## src/rtl/rv_pkg.sv

```systemverilog
// Shared RISC-V fetch-side types and constants.
package rv_pkg;
  localparam int XLEN = 32;
  localparam int ILEN = 32;
  localparam logic [31:0] INST_NOP = 32'h0000_0013;

  typedef struct packed {
    logic [31:0] pc;
    logic [31:0] inst;
  } fetch_pkt_t;

  typedef enum logic {FS_RUN, FS_FAULT} fetch_state_t;
endpackage

```

## src/rtl/fetch_fifo.sv

```systemverilog
// Small power-of-2 FIFO of {pc,inst} fetch packets; flush beats push and pop.
module fetch_fifo
  import rv_pkg::*;
#(
  parameter int DEPTH = 2
) (
  input  logic       clk,
  input  logic       rst,
  input  logic       flush,
  input  logic       push,
  input  logic       pop,
  input  fetch_pkt_t push_pkt,
  output fetch_pkt_t head_pkt,
  output logic       full,
  output logic       empty
);
  localparam int AW = (DEPTH > 1) ? $clog2(DEPTH) : 1;
  localparam logic [AW:0] FULL_CNT = (AW + 1)'(DEPTH);

  fetch_pkt_t      mem [DEPTH];
  logic [AW-1:0]   wr_ptr;
  logic [AW-1:0]   rd_ptr;
  logic [AW:0]     count;
  logic            do_push;
  logic            do_pop;

  assign empty    = (count == '0);
  assign full     = (count == FULL_CNT);
  assign do_pop   = pop && !empty;
  assign do_push  = push && (!full || do_pop);
  assign head_pkt = mem[rd_ptr];

  always_ff @(posedge clk) begin
    if (rst || flush) begin
      wr_ptr <= '0;
      rd_ptr <= '0;
      count  <= '0;
    end else begin
      if (do_push) wr_ptr <= wr_ptr + 1'b1;
      if (do_pop)  rd_ptr <= rd_ptr + 1'b1;
      count <= count + {{AW{1'b0}}, do_push} - {{AW{1'b0}}, do_pop};
    end
  end

  // Storage needs no reset; occupancy is tracked by count alone.
  always_ff @(posedge clk) begin
    if (!rst && !flush && do_push) mem[wr_ptr] <= push_pkt;
  end
endmodule

```

## src/rtl/inst_fetch.sv

```systemverilog
// Instruction fetch stage: owns the PC, queues {pc,inst} toward decode, flags illegal fetches.
// Optional zero-latency empty-queue bypass is enabled by defining FETCH_BYPASS_EN.
//
// state    | meaning
// FS_RUN   | fetching; current pc checked for legality every cycle
// FS_FAULT | fetch stopped, pc frozen on the offending address; leave via redirect or rst
module inst_fetch
  import rv_pkg::*;
#(
  parameter logic [31:0] RESET_PC  = 32'h0000_0000,
  parameter int          MEM_NBYTE = 4096,
  parameter int          QDEPTH    = 2
) (
  input  logic        clk,
  input  logic        rst,
  output logic [31:0] imem_addr,
  input  logic [31:0] imem_inst,
  input  logic        redirect_valid,
  input  logic [31:0] redirect_pc,
  output logic        out_valid,
  input  logic        out_ready,
  output logic [31:0] out_pc,
  output logic [31:0] out_inst,
  output logic        fault
);
  localparam logic [31:0] LAST_PC = 32'(MEM_NBYTE - 4);

  fetch_state_t state;
  logic [31:0]  pc;
  logic         pc_legal;
  logic         fetch_ok;
  logic         q_push;
  logic         q_pop;
  logic         q_full;
  logic         q_empty;
  logic         byp_take;
  logic         byp_consume;
  logic         advance;
  fetch_pkt_t   head_pkt;
  fetch_pkt_t   push_pkt;

  assign pc_legal = (pc[1:0] == 2'b00) && (pc <= LAST_PC);
  assign fetch_ok = (state == FS_RUN) && pc_legal && !redirect_valid;

`ifdef FETCH_BYPASS_EN
  assign byp_take    = q_empty && fetch_ok;
  assign byp_consume = byp_take && out_ready;
`else
  assign byp_take    = 1'b0;
  assign byp_consume = 1'b0;
`endif

  // Redirect cancels the pop so the flushed head is never seen as consumed.
  assign q_pop    = !q_empty && out_ready && !redirect_valid;
  assign q_push   = fetch_ok && !byp_consume && (!q_full || q_pop);
  assign advance  = q_push || byp_consume;
  assign push_pkt = '{pc: pc, inst: imem_inst};

  fetch_fifo #(.DEPTH(QDEPTH)) u_fifo (
    .clk      (clk),
    .rst      (rst),
    .flush    (redirect_valid),
    .push     (q_push),
    .pop      (q_pop),
    .push_pkt (push_pkt),
    .head_pkt (head_pkt),
    .full     (q_full),
    .empty    (q_empty)
  );

  always_ff @(posedge clk) begin
    if (rst) begin
      state <= FS_RUN;
      pc    <= RESET_PC;
    end else if (redirect_valid) begin
      state <= FS_RUN;
      pc    <= redirect_pc;
    end else begin
      case (state)
        FS_RUN: begin
          if (!pc_legal)    state <= FS_FAULT;
          else if (advance) pc    <= pc + 32'd4;
        end
        FS_FAULT: state <= FS_FAULT;
        default:  state <= FS_FAULT;
      endcase
    end
  end

  assign imem_addr = pc;
  assign fault     = (state == FS_FAULT);
  assign out_valid = !q_empty || byp_take;
  assign out_pc    = !q_empty ? head_pkt.pc   : (byp_take ? pc        : 32'h0);
  assign out_inst  = !q_empty ? head_pkt.inst : (byp_take ? imem_inst : 32'h0);
endmodule

```

## config.mk

```make
export PLATFORM = sky130hd
export DESIGN_NAME = inst_fetch
export DESIGN_NICKNAME = d
export VERILOG_FILES = /design/src/rtl/rv_pkg.sv /design/src/rtl/fetch_fifo.sv /design/src/rtl/inst_fetch.sv
export SDC_FILE = /design/constraint.sdc
export NUM_CORES = 1
export LEC_CHECK = 0
export ABC_CLOCK_PERIOD_IN_PS = 6940
export CAP_MARGIN = 20
export CELL_PAD_IN_SITES_DETAIL_PLACEMENT = 1
export CELL_PAD_IN_SITES_GLOBAL_PLACEMENT = 2
export CORE_MARGIN = 5
export CORE_UTILIZATION = 30
export CTS_BUF_LIST = sky130_fd_sc_hd__clkbuf_16
export CTS_CLUSTER_DIAMETER = 60
export DETAILED_ROUTE_END_ITERATION = 6
export PLACE_DENSITY_LB_ADDON = 0.1
export RECOVER_POWER = 100
export SYNTH_ARGS = -nofsm -noshare
export SYNTH_HDL_FRONTEND = slang
export SYNTH_SLANG_ARGS = --single-unit
```

## constraint.sdc

```tcl
create_clock -name clk -period 6.94 [get_ports clk]
set_input_delay 1.041 -clock clk [delete_from_list [all_inputs] [get_ports clk]]
set_output_delay 1.041 -clock clk [all_outputs]
set_load 0.01 [all_outputs]
```

==> summary.txt, run 1 <==
Worst-Skew Late Latency = 0.42 ns
DRC = 0
Status = finished, violations left
Critical path data required time = 6.87 ns
Port Buf Inserts = 165
Cell internal pwr = 0.00170 W
DIE AREA = 25400 um^2
Number of synthesized register bits = 166
Core Rows = 54
Mux contribution to synthesized area = 13.6%
Reg power frac = 50.7%
Mapped Area = 6700 um^2
Cts bufs inserted = 17
Hpwl dp = 11800 um
Ant diodes = 0
Most frequent cells in the layout = dlygate4sd3_1, edfxtp_1, nor2_1, mux2i_1, dfxtp_1
Setup Fix Bufs, Post-CTS = 0
Worst-margin pin slew = 2.49 ns
Pin count of the biggest net entering global routing = 65
Leakage power = 3.29 nW
Max FO, Critical Path = 64
Synth Flop Type = edfxtp_1
TritonRoute pass-1 iters = 4
Netlist cell types = 52
Endpoint type of the worst setup path = flip-flop
Max Clk Rate = 210 MHz
Net Switching = 0.000488 W
Fin crit period = 4.76 ns
Largest family of logic cells by synthesized area = multiplexers
Post-Route WL = 17500 um
Slew Limit Headroom = -66.1%
Failing checks = max-capacitance violations, max-slew violations
Setup repair after global routing missed its margin = false
WL/cell = 18.8 um
Hold Vio Cnt, Final = 0
H-tree levels = 4
Post-cts resize count = 0
Clock transition at path regs = 0.06 ns
Crit share post-route = 68.6%
Area grow syn2layout = 37.2%
Pwr dens = 238 nW/um^2
Critical path type = input port to flip-flop
DR vias/cell = 4.65
All-Layer GR Usage = 13.8%
CTS tree = built
Simple-gate share of the synthesized area = 10.6%
Core Region = 21900 um^2
Sw Share = 22.3%
Post-synth net total = 545
DIE WIDTH = 159 um
Synth Area in Compound Gates = 4.22%
Worst min path class = flip-flop to flip-flop
First-pass GRT wire length = 27600 um
Final Skew = 0.0105 ns
Cells after synthesis = 475
Clk sinks = 166
Post-Synth XOR/XNOR Area = 0.523%
NumNets Final = 710
Fraction of layout cells with a size suffix above 1 = 7.35%
Comb power frac = 6.2%
R2R Path Start = imem_addr[16]$_SDFFE_PP0P_
Syn Area/Cell = 14.1 um^2
CP endpoint = u_fifo.mem[1][18]$_DFFE_PP_
Hold_buf cts = 0
Post-route setup TNS = 0 ns
Startpoint types = input port
Fin util = 42.0%
Asr flop ratio synth = 0%
Synth Area in Adders = 0.374%
Number of global-route vias before repair = 4712
Crit path DAT = 4.70 ns
Post-detailed-route count of antenna-violating nets = 0
Initial core utilization = 30.6%
Initial antenna violation count = 0
Clk network pwr share = 43.0%
Post-synthesis sequential area ratio = 68.7%
DR iter-0 viols = 169
Vias = 4342
Chip Height = 159 um
MaxCap Viol Count = 2
Synthesis Warnings = 0
Worst R2R Setup Slack = 3.73 ns
Max Transition Viols Final = 102
Worst R2R Path Depth = 4
Final Setup Violations = 0
Post-synth EDFFs = 128
GRT overflow = 0
GPL Wtd Cong = 0.719
Clock tree buffer depth = 2
Max VDD drop = 171 uV
Worst reg2reg path endpoint = u_fifo.mem[1][18]$_DFFE_PP_
Root Buffer = clkbuf_16
# IOs = 166
CP startpoint = redirect_valid
cells by family after synthesis:
kind of cell / Yosys count
multiplexers: 91
buffers and inverters: 30
flip-flops: 166
XOR/XNOR: 4
AO/OA/AOI/OAI: 34
adder cells (fa/ha/maj): 2
AND/OR/NAND/NOR: 148
worst min-delay path by stage:
stage	to	from	cells past startpoint	slack, ns
5_1_grt	u_fifo.mem[1][56]$_DFFE_PP_	imem_addr[24]$_SDFFE_PP0P_	0	0.54
3_3_place_gp	u_fifo.rd_ptr$_SDFFE_PP0P_	u_fifo.rd_ptr$_SDFFE_PP0P_	2	0.49
2_1_floorplan	u_fifo.wr_ptr$_SDFFE_PP0P_	u_fifo.wr_ptr$_SDFFE_PP0P_	2	0.47
4_1_cts	u_fifo.mem[0][56]$_DFFE_PP_	imem_addr[24]$_SDFFE_PP0P_	0	0.53
6_report	u_fifo.mem[0][56]$_DFFE_PP_	imem_addr[24]$_SDFFE_PP0P_	0	0.53
3_5_place_dp	u_fifo.rd_ptr$_SDFFE_PP0P_	u_fifo.rd_ptr$_SDFFE_PP0P_	2	0.52
area by class of cell:
type | count | area [um^2]
fill | 2299 | 12700
sequential | 166 | 4610
multi-input combinational | 279 | 1920
timing repair buffer | 170 | 1690
clock buffer | 17 | 425
tap | 280 | 350
clock inverter | 15 | 170
inverter | 6 | 22.5
through the flow:
stage               instance area (um^2)  total power [W]  hold WS [ns]  cells  setup WS, ns
floorplan                           6700          0.00118         0.467    475         0.238
global placement                    8650          0.00128         0.493    900          3.08
detailed placement                  8650          0.00128         0.518    900          3.00
CTS                                 9250          0.00223         0.531    932          3.13
global route                        9190          0.00227         0.538    933          1.83
finish                              9190          0.00218         0.526    933          2.18
routing by layer:
layer / share of wire, % / wire, um / GRT usage (%) / vias up
met2: 49 / 8620 / 22.6 / 102
met5: 0 / 0 / 0 / -
met1: 46 / 8050 / 18.2 / 2152
met3: 4.0 / 698 / 3.42 / 13
met4: 0.99 / 173 / 4.03 / 0
li1: - / - / - / 2075
flip-flops by register name, summed over array words and instances (netlist names), named ones only:
register       flops
u_fifo.mem       128
imem_addr         32
u_fifo.count       2
fault              1
u_fifo.rd_ptr      1
u_fifo.wr_ptr      1
worst max-delay path: stages:
cell	delay, ns
clkbuf_1	1.74
nor2b_1	0.27
o211ai_1	0.64
nor2_1	0.15
and3_2	0.79
synthesized netlist by cell type, types with 3 or more instances:
cell / instances / area share [%]
nor3_1: 3 / 0.22
buf_2: 10 / 0.75
a21oi_1: 5 / 0.37
o211ai_1: 6 / 0.67
inv_1: 6 / 0.34
nand3_1: 4 / 0.30
mux2i_1: 89 / 13
nand4_1: 3 / 0.28
nand2_1: 16 / 0.90
nor2_1: 96 / 5.4
edfxtp_1: 128 / 57
clkbuf_1: 11 / 0.62
dfxtp_1: 38 / 11
and2_1: 3 / 0.28
nor4_2: 3 / 0.56
o21ai_0: 4 / 0.30
a31oi_1: 4 / 0.37
power groups by stage:
stage	registers [W]	logic (W)	clock network (W)
finish	0.00111	0.000136	0.000940
global route	0.00111	0.000148	0.00101
CTS	0.00111	0.000151	0.000966
detailed placement	0.00113	0.000149	0
global placement	0.00113	0.000147	0
floorplan	0.00113	0.0000548	0
Power figures use the tool's default switching activity.
==> inputs of run 2 (changes only) <==
--- a/config.mk
+++ b/config.mk
@@ -5,7 +5,7 @@
 export SDC_FILE = /design/constraint.sdc
 export NUM_CORES = 1
 export LEC_CHECK = 0
-export ABC_CLOCK_PERIOD_IN_PS = 6940
+export ABC_CLOCK_PERIOD_IN_PS = 4200
 export CAP_MARGIN = 20
 export CELL_PAD_IN_SITES_DETAIL_PLACEMENT = 1
 export CELL_PAD_IN_SITES_GLOBAL_PLACEMENT = 2
==> constraint.sdc (replaced) <==
create_clock -name clk -period 4.2 [get_ports clk]
set_input_delay 0.63 -clock clk [delete_from_list [all_inputs] [get_ports clk]]
set_output_delay 0.63 -clock clk [all_outputs]
set_load 0.01 [all_outputs]
==> run 2 against run 1 <==
Effect of this change:
- the flow now finishes without violations
- sequential power increased by 65%
- critical endpoint is now out_pc[29]
- register-to-register slack got worse by 2.7 ns
- critical path depth decreased by 1
==> summary.txt, run 2 (synthesized netlist as in run 1, its figures left out) <==
Pin count of the biggest net entering global routing = 65 (unchanged)
Critical path data required time = 3.57 ns (was 6.87 ns)
Clock transition at path regs = 0.06 ns (about the same)
Setup Fix Bufs, Post-CTS = 0 (unchanged)
Startpoint types = flip-flop (was input port)
R2R Path Start = imem_addr[15]$_SDFFE_PP0P_ (was imem_addr[16]$_SDFFE_PP0P_)
Fin util = 42.1% (was 42.0%)
Fillers = 2314 (was 2299)
Critical path type = flip-flop to primary output (was input port to flip-flop)
NumNets Final = 715 (was 710)
DIE AREA = 25400 um^2 (unchanged)
Max Transition Viols Final = 0 (was 102)
TritonRoute pass-1 iters = 4 (unchanged)
Clock tree buffer depth = 2 (unchanged)
Crit share post-route = 85.3%
CP top delay family = flip-flops (was buffers and inverters)
All-Layer GR Usage = 13.7% (was 13.8%)
Commonest non-fill, non-tap cell in the layout = edfxtp_1
MaxCap Viol Count = 0 (was 2)
Leakage power = 3.20 nW (was 3.29 nW)
Port Buf Inserts = 165 (unchanged)
Crit-path max cell delay = 1.13 ns (was 1.74 ns)
Initial antenna violation count = 0 (unchanged)
Crit path DAT = 2.95 ns (was 4.70 ns)
Vias = 4376 (was 4342)
Worst-Skew Late Latency = 0.42 ns (about the same)
Slew Limit Headroom = 4.63% (was -66.1%)
Max reg flops = 128 (unchanged)
Post-Route WL = 17600 um (was 17500 um)
First-pass GRT wire length = 27400 um (was 27600 um)
Root Buffer = clkbuf_16 (unchanged)
Final Setup Violations = 0 (unchanged)
Most frequent cells in the layout = edfxtp_1, dlygate4sd3_1, nor2_1, mux2i_1, clkdlybuf4s50_1 (was dlygate4sd3_1, edfxtp_1, nor2_1, mux2i_1, dfxtp_1)
Hold Path Stages = 2 (was 0)
Max FO, Critical Path = 37 (was 64)
Worst min path class = flip-flop to flip-flop (unchanged)
Final Skew = 0.0149 ns (was 0.0105 ns)
Pwr dens = 388 nW/um^2 (was 238 nW/um^2)
CTS tree = built (unchanged)
Max VDD drop = 243 uV (was 171 uV)
Buf/Inv on CP = 2 (was 1)
Endpoint type of the worst setup path = primary output (was flip-flop)
Post-cts resize count = 0 (unchanged)
Worst R2R Path Depth = 5 (was 4)
Crit path cell chain = buf_4 > mux2i_1 > nor2_1 > dlygate4sd3_1 (was clkbuf_1 > nor2b_1 > o211ai_1 > nor2_1 > and3_2)
Initial core utilization = 30.6% (unchanged)
# IOs = 166 (unchanged)
GRT overflow = 0 (unchanged)
HP Start = u_fifo.rd_ptr$_SDFFE_PP0P_ (was imem_addr[24]$_SDFFE_PP0P_)
Worst-margin pin slew = 1.43 ns (was 2.49 ns)
Core Region = 21900 um^2 (unchanged)
Max Clk Rate = 279 MHz
Largest Register = u_fifo.mem (unchanged)
Fin crit period = 3.58 ns
Status = completed (was finished, violations left)
Worst reg2reg path endpoint = u_fifo.mem[1][55]$_DFFE_PP_ (was u_fifo.mem[1][18]$_DFFE_PP_)
Chip Height = 159 um (unchanged)
DIE WIDTH = 159 um (unchanged)
Core Rows = 54 (unchanged)
Hpwl dp = 12400 um (was 11800 um)
Setup repair after global routing missed its margin = false (unchanged)
Area grow syn2layout = 37.5% (was 37.2%)
Post-detailed-route count of antenna-violating nets = 0 (unchanged)
Cts bufs inserted = 17 (unchanged)
DR vias/cell = 4.67 (was 4.65)
DR iter-0 viols = 206 (was 169)
Post-route setup TNS = 0 ns (unchanged)
H-tree levels = 4 (unchanged)
Hold_buf cts = 0 (unchanged)
Hold Vio Cnt, Final = 0 (unchanged)
GPL Wtd Cong = 0.780 (was 0.719)
Fraction of layout cells with a size suffix above 1 = 7.61% (was 7.35%)
Number of global-route vias before repair = 4641 (was 4712)
Clk sinks = 166 (unchanged)
Worst R2R Setup Slack = 1.07 ns (was 3.73 ns)
WL/cell = 18.7 um (was 18.8 um)
Critical-path top delay cell = dfxtp_2 (was clkbuf_1)
DRC = 0 (unchanged)
Ant diodes = 0 (unchanged)
## run 2: worst max path at each step
stage | slack [ns] | to | cells after the start | start
6_report | 0.62 | out_pc[29] | 4 | flip-flop
5_1_grt | 0.45 | out_pc[21] | 4 | u_fifo.count[1]$_SDFF_PP0_
2_1_floorplan | 0.82 | u_fifo.mem[1][0]$_DFFE_PP_ | 5 | redirect_valid
4_1_cts | 0.97 | out_pc[0] | 4 | flip-flop
3_3_place_gp | 1.11 | u_fifo.mem[1][2]$_DFFE_PP_ | 6 | out_ready
3_5_place_dp | 1.00 | u_fifo.mem[1][1]$_DFFE_PP_ | 6 | out_ready
## run 2: worst min-delay path, delay by kind of cell (launching register included)
family / cells / cell delay (ns)
xor+xnor: 1 / 0.08
flops: 1 / 0.33
simple gates: 1 / 0.07
## run 2: per-layer routing
| layer | track usage (%) | part of all wire, % | wire (um) | vias up |
|---|---|---|---|---|
| li1 | - | - | - | 2096 |
| met1 | 18.4 | 47 | 8210 | 2143 |
| met2 | 21.9 | 48 | 8360 | 117 |
| met3 | 3.75 | 4.4 | 778 | 20 |
| met4 | 4.07 | 1.2 | 213 | 0 |
| met5 | 0 | 0 | 0 | - |
## run 2: cell type report
cell class / count / area (um^2) / share of cell area [%]
clock buffer: 17 / 425 / 4.62
inverter: 6 / 22.5 / 0.244
timing repair buffer: 175 / 1720 / 18.7
clock inverter: 14 / 154 / 1.67
sequential: 166 / 4610 / 50.0
multi-input combinational: 279 / 1930 / 21.0
tap: 280 / 350 / 3.80
## run 2: through the flow
stage	power, W	hold slack (ns)	area [um^2]	instances	setup slack [ns]
floorplan	0.00196	0.472	6710	475	0.823
detailed placement	0.00212	0.500	8700	906	1.00
finish	0.00358	0.513	9210	937	0.617
global route	0.00373	0.544	9210	937	0.454
CTS	0.00366	0.516	9280	937	0.974
global placement	0.00211	0.498	8700	906	1.11
## run 2: where the power goes
group / total, W / switching [W] / internal [W]
Combinational: 0.000224 / 0.000104 / 0.000121
Clock: 0.00152 / 0.000640 / 0.000879
Sequential: 0.00183 / 0.0000421 / 0.00179
